$ cat config.mk
export PLATFORM = sky130hd
export DESIGN_NAME = mem_stage
export DESIGN_NICKNAME = d
export VERILOG_FILES = /design/src/rtl/mem_stage_pkg.sv /design/src/rtl/mem_stage_load_ext.sv /design/src/rtl/mem_stage.sv
export SDC_FILE = /design/constraint.sdc
export NUM_CORES = 1
export LEC_CHECK = 0
export CORE_MARGIN = 4
export CORE_UTILIZATION = 44
export DETAILED_ROUTE_END_ITERATION = 8
export GPL_TIMING_DRIVEN = 0
export PLACE_DENSITY = 0.88
export SLEW_MARGIN = 20
export SYNTH_ARGS = -nofsm -noshare
export SYNTH_HDL_FRONTEND = slang
export SYNTH_SLANG_ARGS = --single-unit
export TNS_END_PERCENT = 30
$ cat constraint.sdc
create_clock -name clk -period 2.45 [get_ports clk]
set_clock_uncertainty 0.1 [all_clocks]
set_input_delay 0.245 -clock clk [delete_from_list [all_inputs] [get_ports clk]]
set_output_delay 0.245 -clock clk [all_outputs]
set_load 0.02 [all_outputs]
$ cat src/rtl/mem_stage_pkg.sv
// Shared definitions for the MEM stage: bus widths, bus field layouts and load-type decode.
package mem_stage_pkg;

  localparam int unsigned EX_MEM_LEN = 76;
  localparam int unsigned MEM_WB_LEN = 70;
  localparam int unsigned MEM_RF_LEN = 38;

  // ld_inst bit positions: {ld_w, ld_b, ld_h, ld_bu, ld_hu}
  localparam int unsigned LD_W_BIT  = 4;
  localparam int unsigned LD_B_BIT  = 3;
  localparam int unsigned LD_H_BIT  = 2;
  localparam int unsigned LD_BU_BIT = 1;
  localparam int unsigned LD_HU_BIT = 0;

  typedef struct packed {
    logic        res_from_mem;
    logic        rf_we;
    logic [4:0]  rf_waddr;
    logic [31:0] alu_result;
    logic [31:0] pc;
    logic [4:0]  ld_inst;
  } ex_mem_bus_t;

  typedef struct packed {
    logic        rf_we;
    logic [4:0]  rf_waddr;
    logic [31:0] final_result;
    logic [31:0] pc;
  } mem_wb_bus_t;

  typedef struct packed {
    logic        rf_we;
    logic [4:0]  rf_waddr;
    logic [31:0] result;
  } mem_rf_bus_t;

  typedef enum logic [2:0] {
    LDK_RAW,
    LDK_W,
    LDK_B,
    LDK_H,
    LDK_BU,
    LDK_HU
  } ld_kind_t;

  // ld_inst is one-hot; an all-zero vector selects raw read data.
  function automatic ld_kind_t decode_ld(input logic [4:0] ld_inst);
    ld_kind_t k;
    k = LDK_RAW;
    if (ld_inst[LD_W_BIT])       k = LDK_W;
    else if (ld_inst[LD_B_BIT])  k = LDK_B;
    else if (ld_inst[LD_H_BIT])  k = LDK_H;
    else if (ld_inst[LD_BU_BIT]) k = LDK_BU;
    else if (ld_inst[LD_HU_BIT]) k = LDK_HU;
    return k;
  endfunction

endpackage

$ cat src/rtl/mem_stage_load_ext.sv
// Load data alignment and extension: selects byte/halfword lanes from the SRAM word.
module mem_load_ext
  import mem_stage_pkg::*;
(
  input  logic [31:0] rdata,
  input  logic [1:0]  addr_lo,
  input  logic [4:0]  ld_inst,
  output logic [31:0] load_data
);

  logic [7:0]  byte_sel;
  logic [15:0] half_sel;

  always_comb begin
    byte_sel = rdata[7:0];
    unique case (addr_lo)
      2'd0: byte_sel = rdata[7:0];
      2'd1: byte_sel = rdata[15:8];
      2'd2: byte_sel = rdata[23:16];
      2'd3: byte_sel = rdata[31:24];
    endcase
    // Halfword lane ignores addr_lo[0]; misalignment is not trapped here.
    half_sel = addr_lo[1] ? rdata[31:16] : rdata[15:0];
  end

  always_comb begin
    load_data = rdata;
    case (decode_ld(ld_inst))
      LDK_B:   load_data = {{24{byte_sel[7]}}, byte_sel};
      LDK_BU:  load_data = {24'h0, byte_sel};
      LDK_H:   load_data = {{16{half_sel[15]}}, half_sel};
      LDK_HU:  load_data = {16'h0, half_sel};
      default: load_data = rdata;
    endcase
  end

endmodule

$ cat src/rtl/mem_stage.sv
// MEM pipeline stage: latches the EX->MEM bus, holds SRAM read data across WB stalls,
// extends loads and drives the WB bus plus the ID forwarding bus.
module mem_stage
  import mem_stage_pkg::*;
#(
  parameter int unsigned EX_MEM_LEN = mem_stage_pkg::EX_MEM_LEN,
  parameter int unsigned MEM_WB_LEN = mem_stage_pkg::MEM_WB_LEN
) (
  input  logic                  clk,
  input  logic                  resetn,
  output logic                  MEM_allowin,
  input  logic                  EX_MEM_valid,
  input  logic [EX_MEM_LEN-1:0] EX_MEM_bus,
  input  logic [31:0]           data_sram_rdata,
  input  logic                  WB_allowin,
  output logic                  MEM_WB_valid,
  output logic [MEM_WB_LEN-1:0] MEM_WB_bus,
  output logic [37:0]           MEM_rf_bus
);

  logic        ready_go;
  logic        mem_valid_q, mem_valid_d;
  ex_mem_bus_t bus_q, bus_d;
  logic [31:0] rbuf_q, rbuf_d;
  logic        rbuf_vld_q, rbuf_vld_d;
  logic [31:0] rdata_eff;
  logic [31:0] load_data;
  logic [31:0] final_result;
  mem_wb_bus_t wb_bus;
  mem_rf_bus_t rf_bus;

  assign ready_go     = 1'b1;
  assign MEM_allowin  = ~mem_valid_q | (ready_go & WB_allowin);
  assign MEM_WB_valid = mem_valid_q & ready_go;

  always_comb begin
    mem_valid_d = mem_valid_q;
    bus_d       = bus_q;
    rbuf_d      = rbuf_q;
    rbuf_vld_d  = rbuf_vld_q;
    if (MEM_allowin) begin
      mem_valid_d = EX_MEM_valid;
    end
    if (EX_MEM_valid && MEM_allowin) begin
      bus_d = ex_mem_bus_t'(EX_MEM_bus);
    end
    // Capture only in the first stalled cycle: the SRAM output is guaranteed for
    // that cycle alone, and a younger access may overwrite it afterwards.
    if (MEM_allowin) begin
      rbuf_vld_d = 1'b0;
    end else if (mem_valid_q && !rbuf_vld_q) begin
      rbuf_d     = data_sram_rdata;
      rbuf_vld_d = 1'b1;
    end
  end

  always_ff @(posedge clk) begin
    if (!resetn) begin
      mem_valid_q <= 1'b0;
      bus_q       <= '0;
      rbuf_q      <= '0;
      rbuf_vld_q  <= 1'b0;
    end else begin
      mem_valid_q <= mem_valid_d;
      bus_q       <= bus_d;
      rbuf_q      <= rbuf_d;
      rbuf_vld_q  <= rbuf_vld_d;
    end
  end

  assign rdata_eff = rbuf_vld_q ? rbuf_q : data_sram_rdata;

  mem_load_ext u_load_ext (
    .rdata     (rdata_eff),
    .addr_lo   (bus_q.alu_result[1:0]),
    .ld_inst   (bus_q.ld_inst),
    .load_data (load_data)
  );

  assign final_result = bus_q.res_from_mem ? load_data : bus_q.alu_result;

  always_comb begin
    wb_bus.rf_we        = bus_q.rf_we;
    wb_bus.rf_waddr     = bus_q.rf_waddr;
    wb_bus.final_result = final_result;
    wb_bus.pc           = bus_q.pc;
    rf_bus.rf_we        = bus_q.rf_we & mem_valid_q;
    rf_bus.rf_waddr     = bus_q.rf_waddr;
    rf_bus.result       = final_result;
  end

  assign MEM_WB_bus = wb_bus;
  assign MEM_rf_bus = rf_bus;

endmodule

; ---- Word-level counts from Yosys, hierarchy flattened
; Cells that the tools add are included.
[op_classes]
add_sub_neg = 0
multipliers = 0
div_mod_pow = 0
n_lt_le_gt_ge = 0
eq_ne = 7
n_shift = 0
mux = 10
n_bitwise = 5
n_reduce_logical = 6
[op_table]
columns = op, n
row1 = $pmux W32 S4, 1
row2 = $mux W32, 2
row3 = $pmux W8 S4, 1
row4 = $mux W16, 1
row5 = $mux W3, 5
row6 = $eq A3 B2 Y1 const B, 2
row7 = $eq A3 B3 Y1 const B, 2
row8 = $eq A2 B2 Y1 const B, 2
row9 = $not A1 Y1, 3
row10 = $eq A2 B1 Y1 const B, 1
row11 = $logic_and A1 B1 Y1, 2
row12 = $logic_not A2 Y1, 1
row13 = $reduce_and A2 Y1, 1
row14 = $reduce_or A2 Y1, 1
row15 = $and A1 B1 Y1, 1
row16 = $logic_not A1 Y1, 1
row17 = $or A1 B1 Y1, 1
[totals]
ff_bits = 110
latch_bits = 0
ram_bits = 0
romBits = 0
elab_cells = 37
mem_count = 0

; ---- Longest topological paths before layout
; Gate-level depths: netlist (run 1).
[depth]
word_depth = 8
depth_mapped = 8
ltp_nobuf = 4

; ---- Hierarchy
; From an unflattened synthesis (run 1), not the netlist that was laid out.
[hier_totals]
cells_unflattened = 703
area_unflattened_um2 = 6244.7
[by_module_without_submodules]
columns = mod, n_inst, cells_each, area_per_inst_um2, seq_area_each_um2
row1 = mem_stage, 1, 628, 5605.4, 2202.1
row2 = mem_load_ext, 1, 75, 639.4, 0.0

; ---- Worst setup path after synthesis (run 1)
; OpenSTA, ideal clock, no wires.
[synth_timing]
path_kind = register -> output
startpoint = reg bus_q[0] in the netlist's numbering
endpoint = out MEM_rf_bus[21]
arrival_time_ns = 2.016
required_ns = 2.105
path_slack_ns = 0.089
path_stages_with_launch = 7
path_buffers = 2
cell_sequence = dfxtp_1 -> or4_1 -> nand2_1 -> buf_1 -> nand2_1 -> a21oi_1 -> buf_4
[synth_via]
elab_chain_cells = 8
word_cells_on_any_way = 11
[synth_rtl]
columns = item, line
row1 = "start, declared", mem_stage.sv:23  ; ex_mem_bus_t bus_q, bus_d;
row2 = "start signal, assigned", mem_stage.sv:65  ; bus_q <= bus_d;
row3 = $mux W3 *, mem_stage_pkg.sv:54  ; else if (ld_inst[LD_HU_BIT]) k = LDK_HU;
row4 = $mux W3 *, mem_stage_pkg.sv:53  ; else if (ld_inst[LD_BU_BIT]) k = LDK_BU;
row5 = $mux W3 *, mem_stage_pkg.sv:52  ; else if (ld_inst[LD_H_BIT]) k = LDK_H;
row6 = $mux W3 *, mem_stage_pkg.sv:51  ; else if (ld_inst[LD_B_BIT]) k = LDK_B;
row7 = $mux W3 *, mem_stage_pkg.sv:50  ; if (ld_inst[LD_W_BIT]) k = LDK_W;
row8 = $eq A3 B3 Y1 or $eq A3 B2 Y1 (tied branches), mem_stage_load_ext.sv:28  ; case (decode_ld(ld_inst))
row9 = $pmux W32 S4 *, mem_stage_load_ext.sv:28
row10 = $mux W32 *, mem_stage.sv:80  ; assign final_result = bus_q.res_from_mem ? load_data : bus_q.alu_result;
row11 = "end, declared", mem_stage.sv:18  ; output logic [37:0] MEM_rf_bus
; Every way passes the cells marked *; elsewhere a longest branch is shown, timed or not.

; ---- Final worst setup path (run 1)
[layout_timing]
startpoint = reg rbuf_vld_q
endpoint = out MEM_rf_bus[26]
[layout_via]
elab_chain_cells = 4
word_cells_on_any_way = 5
[layout_rtl]
columns = item, line
row1 = "start, declared", mem_stage.sv:25  ; logic rbuf_vld_q, rbuf_vld_d;
row2 = "start signal, assigned", mem_stage.sv:67  ; rbuf_vld_q <= rbuf_vld_d;
row3 = $mux W32 *, mem_stage.sv:71  ; assign rdata_eff = rbuf_vld_q ? rbuf_q : data_sram_rdata;
row4 = $pmux W8 S4 or $mux W16 (tied branches), "mem_stage_load_ext.sv:16, mem_stage_load_ext.sv:23"
row5 = $pmux W32 S4 *, mem_stage_load_ext.sv:28
row6 = $mux W32 *, mem_stage.sv:80
; Marked as above.

==> impl_metrics.csv, run 1 <==
group,metric,value,unit
timing,maxSlewHeadroom,52.4,%
floorplan,io_pins,222,
cells_and_area,design_area,9200,µm²
grt,use_met1,32.0,%
cells_and_area,nNetsFinal,1127,
worst_setup_path,r2r-start,"rbuf_vld_q",
logic_synthesis,synth-seq-cells,110,
grt,grt_use_total,28.4,%
grt,grt_start_max_net_pins,18,
drt,drc_errors,0,
cts,cts_tree,"done",
outcome,status,"finished with violations",
floorplan,coreArea,12700,µm²
grt,grt_pass1_vias,6380,
hold_path,hp-class,"input port to flop",
worst_setup_path,crit_fanout,8,
cts,clock_latency,0.36,ns
drt,via_count,6379,
cts,htree_levels,3,
logic_synthesis,netlist_area,5760,µm²
flow_run,max_cap_violations,0,
hold_path,hold_depth,3,
cts,clock_sinks,110,
grt,grt.met2_usage,48.6,%
logic_synthesis,yosys_warnings,0,
drt,ant_nets,0,
timing,layout_min_cycle_time,2.73,ns
timing,finalHoldViolCount,0,
cts,cts-buffers-inserted,9,
grt,antenna_found_initial,0,
floorplan,start_util,45.3,%
hold_path,hold_end,"MEM_WB_bus[26]",
floorplan,fp.dieW,122,µm
grt,grt_pass1_wl,32800,µm
timing,rsz0062_at_grt,"true",
hold_path,min_from,"EX_MEM_bus[31]",
cts,clkTransAtPathRegs,0.07,ns
place,dp_hpwl,15500,µm
worst_setup_path,worstPathRequired,2.11,ns
timing,fin_ws,-0.285,ns
logic_synthesis,yosysUniqueCellTypes,37,
outcome,violations,"negative setup slack",
place,place_area,8190,µm²
timing,fin_setup_tns,-11.69,ns
grt,grt-busiest-layer,"met2",
worst_setup_path,rrSetupSlack,0.16,ns
logic_synthesis,avgSynthCellArea,7.63,µm²
drt,vias_per_cell,5.35,
drt,dr.pass1.iters,5,
worst_setup_path,cp-start-kind,"flop",
logic_synthesis,yosysSeqAreaShare,38.2,%
power_and_ir_drop,p_per_area,548,nW/µm²
timing,fmax,366,MHz
timing,worst_slew_pin_slew,0.714,ns
timing,holdWs,0.323,ns
power_and_ir_drop,p_leak,3.63,nW
worst_setup_path,reg2reg_to,"rbuf_q[29]",
cts,root_buffer,"clkbuf_16",
floorplan,dieHeight,122,µm
worst_setup_path,crit_path_end_kind,"primary output",
timing,setup_viol,64,
cells_and_area,area_delta_synth_final,59.6,%
cells_and_area,utilization,72.3,%
logic_synthesis,syn-num-nets,867,
worst_setup_path,critical_path_class,"flop to primary output",
timing,slew_violations,0,
grt,grt_overflow,0,
cells_and_area,n_antenna_cell,0,
timing,min_period_over_period,112,%
place,portBuffers,221,
drt,drtIter0Drc,592,
cts,clk_path_buf_depth,2,
floorplan,floorplan.die_area,15000,µm²
drt,wire_per_inst,18.7,µm
worst_setup_path,r2r_cells,8,
power_and_ir_drop,ir_worst_vdd,0.384,mV
floorplan,num_rows,41,
logic_synthesis,synthCells,755,
worst_setup_path,arrival,2.39,ns
power_and_ir_drop,power,0.00504,W
cells_and_area,n_fill_cell,997,
place,routabilityCongestion,0.946,
grt,grt_use_met3,7.93,%
drt,routed_wirelength,22300,µm
cells_and_area,drive_gt1_share,27.8,%
[power by group]
part / switching [W] / internal (W) / total, W / leakage, nW
sequential: 0.0000667 / 0.00188 / 0.00195 / 0.904
clock: 0.000690 / 0.000790 / 0.00148 / 0.134
combinational: 0.000828 / 0.000788 / 0.00162 / 2.60
[cells in the final DEF (no fill, tap or decap), drive strengths merged, types with 2 or more instances in the layout]
cell	Yosys	routed
mux2	26	26
clkdlybuf4s50	0	157
buf	89	180
a311oi	2	2
mux4	8	8
clkinvlp	0	3
nor2	32	32
o32a	5	5
clkdlybuf4s15	0	2
mux2i	10	10
nand2b	2	2
nand2	236	236
nand3	5	5
inv	6	6
a2bb2oi	2	2
a21o	2	2
a31oi	4	4
o21ai	7	7
nor3b	5	5
a21oi	135	135
clkbuf	40	49
dfxtp	110	110
and2	7	7
nor2b	4	4
clkinv	0	2
a221oi	7	7
[synth_stat cells]
cell type / number / area, µm²
a211oi_1: 1 / 7.51
a21bo_2: 1 / 10.0
a21o_1: 2 / 15.0
a21oi_1: 135 / 676
a221oi_1: 7 / 61.3
a22o_1: 1 / 8.76
a22oi_1: 1 / 7.51
a2bb2oi_1: 2 / 17.5
a311oi_2: 1 / 15.0
a311oi_4: 1 / 26.3
a31oi_1: 4 / 25.0
and2_1: 7 / 43.8
and3_4: 1 / 11.3
buf_1: 5 / 18.8
buf_2: 5 / 25.0
buf_4: 76 / 571
buf_6: 3 / 33.8
clkbuf_1: 40 / 150
dfxtp_1: 110 / 2200
inv_1: 6 / 22.5
mux2_2: 26 / 293
mux2i_1: 10 / 100
mux4_2: 8 / 180
nand2_1: 236 / 886
nand2b_1: 2 / 12.5
nand3_1: 5 / 25.0
nor2_1: 32 / 120
nor2b_1: 4 / 25.0
nor3b_1: 5 / 37.5
o21a_1: 1 / 7.51
o21ai_0: 7 / 35.0
o221a_2: 1 / 11.3
o2bb2ai_1: 1 / 8.76
o31ai_1: 1 / 7.51
o32a_1: 5 / 50.1
or2_2: 1 / 6.26
or4_1: 1 / 7.51
[state kept, by name, indices dropped and copies added, names as in the netlist]
| signal | cells |
|---|---|
| rbuf_q | 32 |
| bus_q | 38 |
| MEM_WB_valid | 1 |
| rbuf_vld_q | 1 |
| MEM_WB_bus | 38 |
[per-stage QoR]
stage	setup WS (ns)	std cells
6_report	-0.285	1192
5_1_grt	-0.353	1192
3_5_place_dp	-0.820	1148
4_1_cts	-0.287	1183
2_1_floorplan	0.0894	755
3_3_place_gp	-0.826	1148
[per-layer routing]
layer	vias up	routed length [µm]
met4	0	1170
met5	-	0
li1	2967	-
met2	365	10800
met1	2950	8040
met3	97	2350
[layout make-up]
| class | instances | area [µm²] | share of cell area, % |
|---|---|---|---|
| clock buffers | 10 | 229 | 2.49 |
| flip-flops and latches | 110 | 2210 | 24.0 |
| repair buffers | 251 | 2430 | 26.4 |
| plain buffers | 127 | 895 | 9.73 |
| multi-input cells | 510 | 3130 | 34.1 |
| clock inverters | 6 | 62.6 | 0.680 |
| well taps | 172 | 215 | 2.34 |
| inverters | 6 | 22.5 | 0.245 |
[critical path, cell delays in order, from the launching register on]
cell and delay, ns:
dfxtp_2 0.34, buf_6 0.12, mux4_2 0.51, and3_4 0.19
a311oi_4 0.20, buf_6 0.19, buf_8 0.15, a21oi_2 0.07
buf_4 0.14, buf_6 0.12
[cells by family after synthesis]
| family | synth area share (%) |
|---|---|
| AOI/OAI and AO/OA | 17.2 |
| buffers and inverters | 14.2 |
| DFF | 38.2 |
| and+or+nand+nor | 20.4 |
| muxes | 9.95 |
[worst max-delay path by stage]
stage	startpoint	end	cells past startpoint
floorplan	bus_q[0]	MEM_rf_bus[21]	6
global placement	data_sram_rdata[31]	MEM_rf_bus[22]	8
detailed placement	data_sram_rdata[31]	MEM_rf_bus[22]	8
CTS	rbuf_vld_q	MEM_rf_bus[21]	9
global route	rbuf_vld_q	MEM_rf_bus[26]	9
finish	rbuf_vld_q	MEM_rf_bus[26]	9
[what timing repair did]
item	in CTS	in global routing
pin swaps	23	6
buffers inserted	17	9
hold endpoints to repair	0	0
resized for setup	398	31
gates cloned	4	0
hold buffers	0	0
setup endpoints to repair	64	63
(Power assumes the default switching activity.)
==> inputs of run 2 (changes only) <==
- CORE_ASPECT_RATIO: not set -> 1.1
==> impl_metrics.csv, run 2 (synthesis results as in run 1) <==
group,metric,value,unit
hold_path,hp-class,"input port to flop",
worst_setup_path,crit_fanout,5,
cells_and_area,final_cell_mix,"234 x nand2_1, 157 x clkdlybuf4s50_1, 111 x a21oi_1",
place,portBuffers,221,
grt,grt_overflow,0,
timing,layout_min_cycle_time,2.79,ns
timing,rsz0062_at_grt,"true",
grt,antenna_found_initial,0,
timing,worst_slew_pin_slew,0.691,ns
cells_and_area,area_delta_synth_final,62.2,%
power_and_ir_drop,ir_worst_vdd,0.478,mV
drt,via_count,6477,
floorplan,io_pins,222,
timing,holdWs,0.322,ns
outcome,status,"finished with violations",
cts,cts-buffers-inserted,9,
grt,grt_pass1_wl,32500,µm
floorplan,floorplan.die_area,15000,µm²
timing,finalHoldViolCount,0,
cells_and_area,utilization,73.6,%
worst_setup_path,reg2reg_to,"rbuf_q[11]",
drt,drc_errors,0,
timing,fin_ws,-0.340,ns
power_and_ir_drop,p_leak,3.70,nW
hold_path,hold_end,"MEM_WB_bus[24]",
cells_and_area,layout_commonest_cell,"nand2_1",
floorplan,start_util,45.4,%
cts,clkTransAtPathRegs,0.07,ns
worst_setup_path,r2r-start,"rbuf_vld_q",
grt,grt_use_total,28.1,%
timing,fmax,358,MHz
cts,cts_tree,"done",
place,routabilityCongestion,0.959,
timing,slew_violations,0,
worst_setup_path,r2r_cells,8,
cts,root_buffer,"clkbuf_16",
power_and_ir_drop,p_per_area,586,nW/µm²
drt,drtIter0Drc,621,
drt,vias_per_cell,5.50,
cts,clock_sinks,110,
hold_path,hold_depth,3,
cells_and_area,drive_gt1_share,28.5,%
floorplan,dieHeight,128,µm
drt,dr.pass1.iters,8,
timing,maxSlewHeadroom,53.9,%
grt,grt_pass1_vias,6332,
cts,clock_latency,0.36,ns
flow_run,max_cap_violations,0,
cts,clk_path_buf_depth,2,
cts,htree_levels,3,
worst_setup_path,cp-start-kind,"flop",
cts,hold_buffers,0,
hold_path,min_from,"EX_MEM_bus[29]",
worst_setup_path,critical_path_class,"flop to primary output",
worst_setup_path,rrSetupSlack,0.13,ns
worst_setup_path,crit_path_end_kind,"primary output",
cells_and_area,nNetsFinal,1127,
outcome,violations,"negative setup slack",
grt,grt_start_max_net_pins,18,
power_and_ir_drop,power,0.00548,W
cells_and_area,n_antenna_cell,0,
drt,wire_per_inst,19.1,µm
place,dp_hpwl,15100,µm
timing,setup_viol,63,
floorplan,num_rows,43,
drt,ant_nets,0,
worst_setup_path,worstPathRequired,2.11,ns
timing,min_period_over_period,114,%
floorplan,fp.dieW,117,µm
worst_setup_path,arrival,2.45,ns
floorplan,coreArea,12700,µm²
drt,routed_wirelength,22400,µm
==> run 2: worst max path at each step <==
stage / cells after the start / slack (ns) / startpoint / to
final: 9 / -0.34 / rbuf_vld_q / MEM_rf_bus[26]
after global routing: 9 / -0.39 / rbuf_vld_q / MEM_rf_bus[26]
after CTS: 9 / -0.29 / rbuf_vld_q / MEM_rf_bus[23]
after detailed placement: 8 / -0.83 / data_sram_rdata[31] / MEM_rf_bus[26]
after global placement: 7 / -0.87 / data_sram_rdata[31] / MEM_rf_bus[15]
after floorplan: 6 / 0.09 / bus_q[0] / MEM_rf_bus[21]
==> run 2: what timing repair did <==
| action | 4_1_cts | 5_1_grt |
|---|---|---|
| hold endpoints to repair | 0 | 0 |
| gates cloned | 4 | 0 |
| setup buffers | 17 | 9 |
| endpoints found under the setup margin | 64 | 64 |
| pin swaps | 23 | 16 |
| gates resized for setup | 369 | 78 |
==> run 2: per-layer routing <==
metal | GRT usage, % | up-vias | share of wire (%)
li1 | - | 2961 | -
met1 | 32.7 | 2990 | 36
met2 | 47.1 | 427 | 49
met3 | 7.55 | 99 | 10
met4 | 14.2 | 0 | 5.1
met5 | 0 | - | 0
==> run 2: stage by stage <==
step	instance area [µm²]	TNS (ns)	setup slack, ns	instances
finish	9340	-12.77	-0.340	1177
detailed placement	8170	-41.76	-0.832	1133
global route	9340	-15.32	-0.394	1177
floorplan	5760	0	0.0894	755
global placement	8170	-39.40	-0.870	1133
CTS	8970	-9.19	-0.291	1168
==> run 2: where the power goes <==
group | leakage [nW] | switching, W | internal [W]
clock | 0.183 | 0.000701 | 0.00121
combinational | 2.61 | 0.000828 | 0.000794
sequential | 0.903 | 0.0000657 | 0.00188
==> run 2: critical path, stage by stage (launching register included) <==
cell	delay, ns
dfxtp_2	0.34
buf_6	0.13
mux4_2	0.51
and3_4	0.19
a311oi_4	0.27
buf_6	0.18
buf_8	0.14
a21oi_4	0.08
buf_6	0.12
buf_6	0.12
==> run 2: final cells by class <==
cell class	count	area (µm²)
Fill cell	920	3360
Multi-Input combinational cell	510	3150
Timing Repair Buffer	251	2470
Sequential cell	110	2210
Buffer	127	910
Clock buffer	10	229
Tap cell	157	196
Clock inverter	6	158
Inverter	6	22.5
==> inputs of run 3 (changes only) <==
- SLEW_MARGIN: 20 -> not set
==> results of run 3 <==
No change in the layout: final DEF, timing and power equal those of run 2.
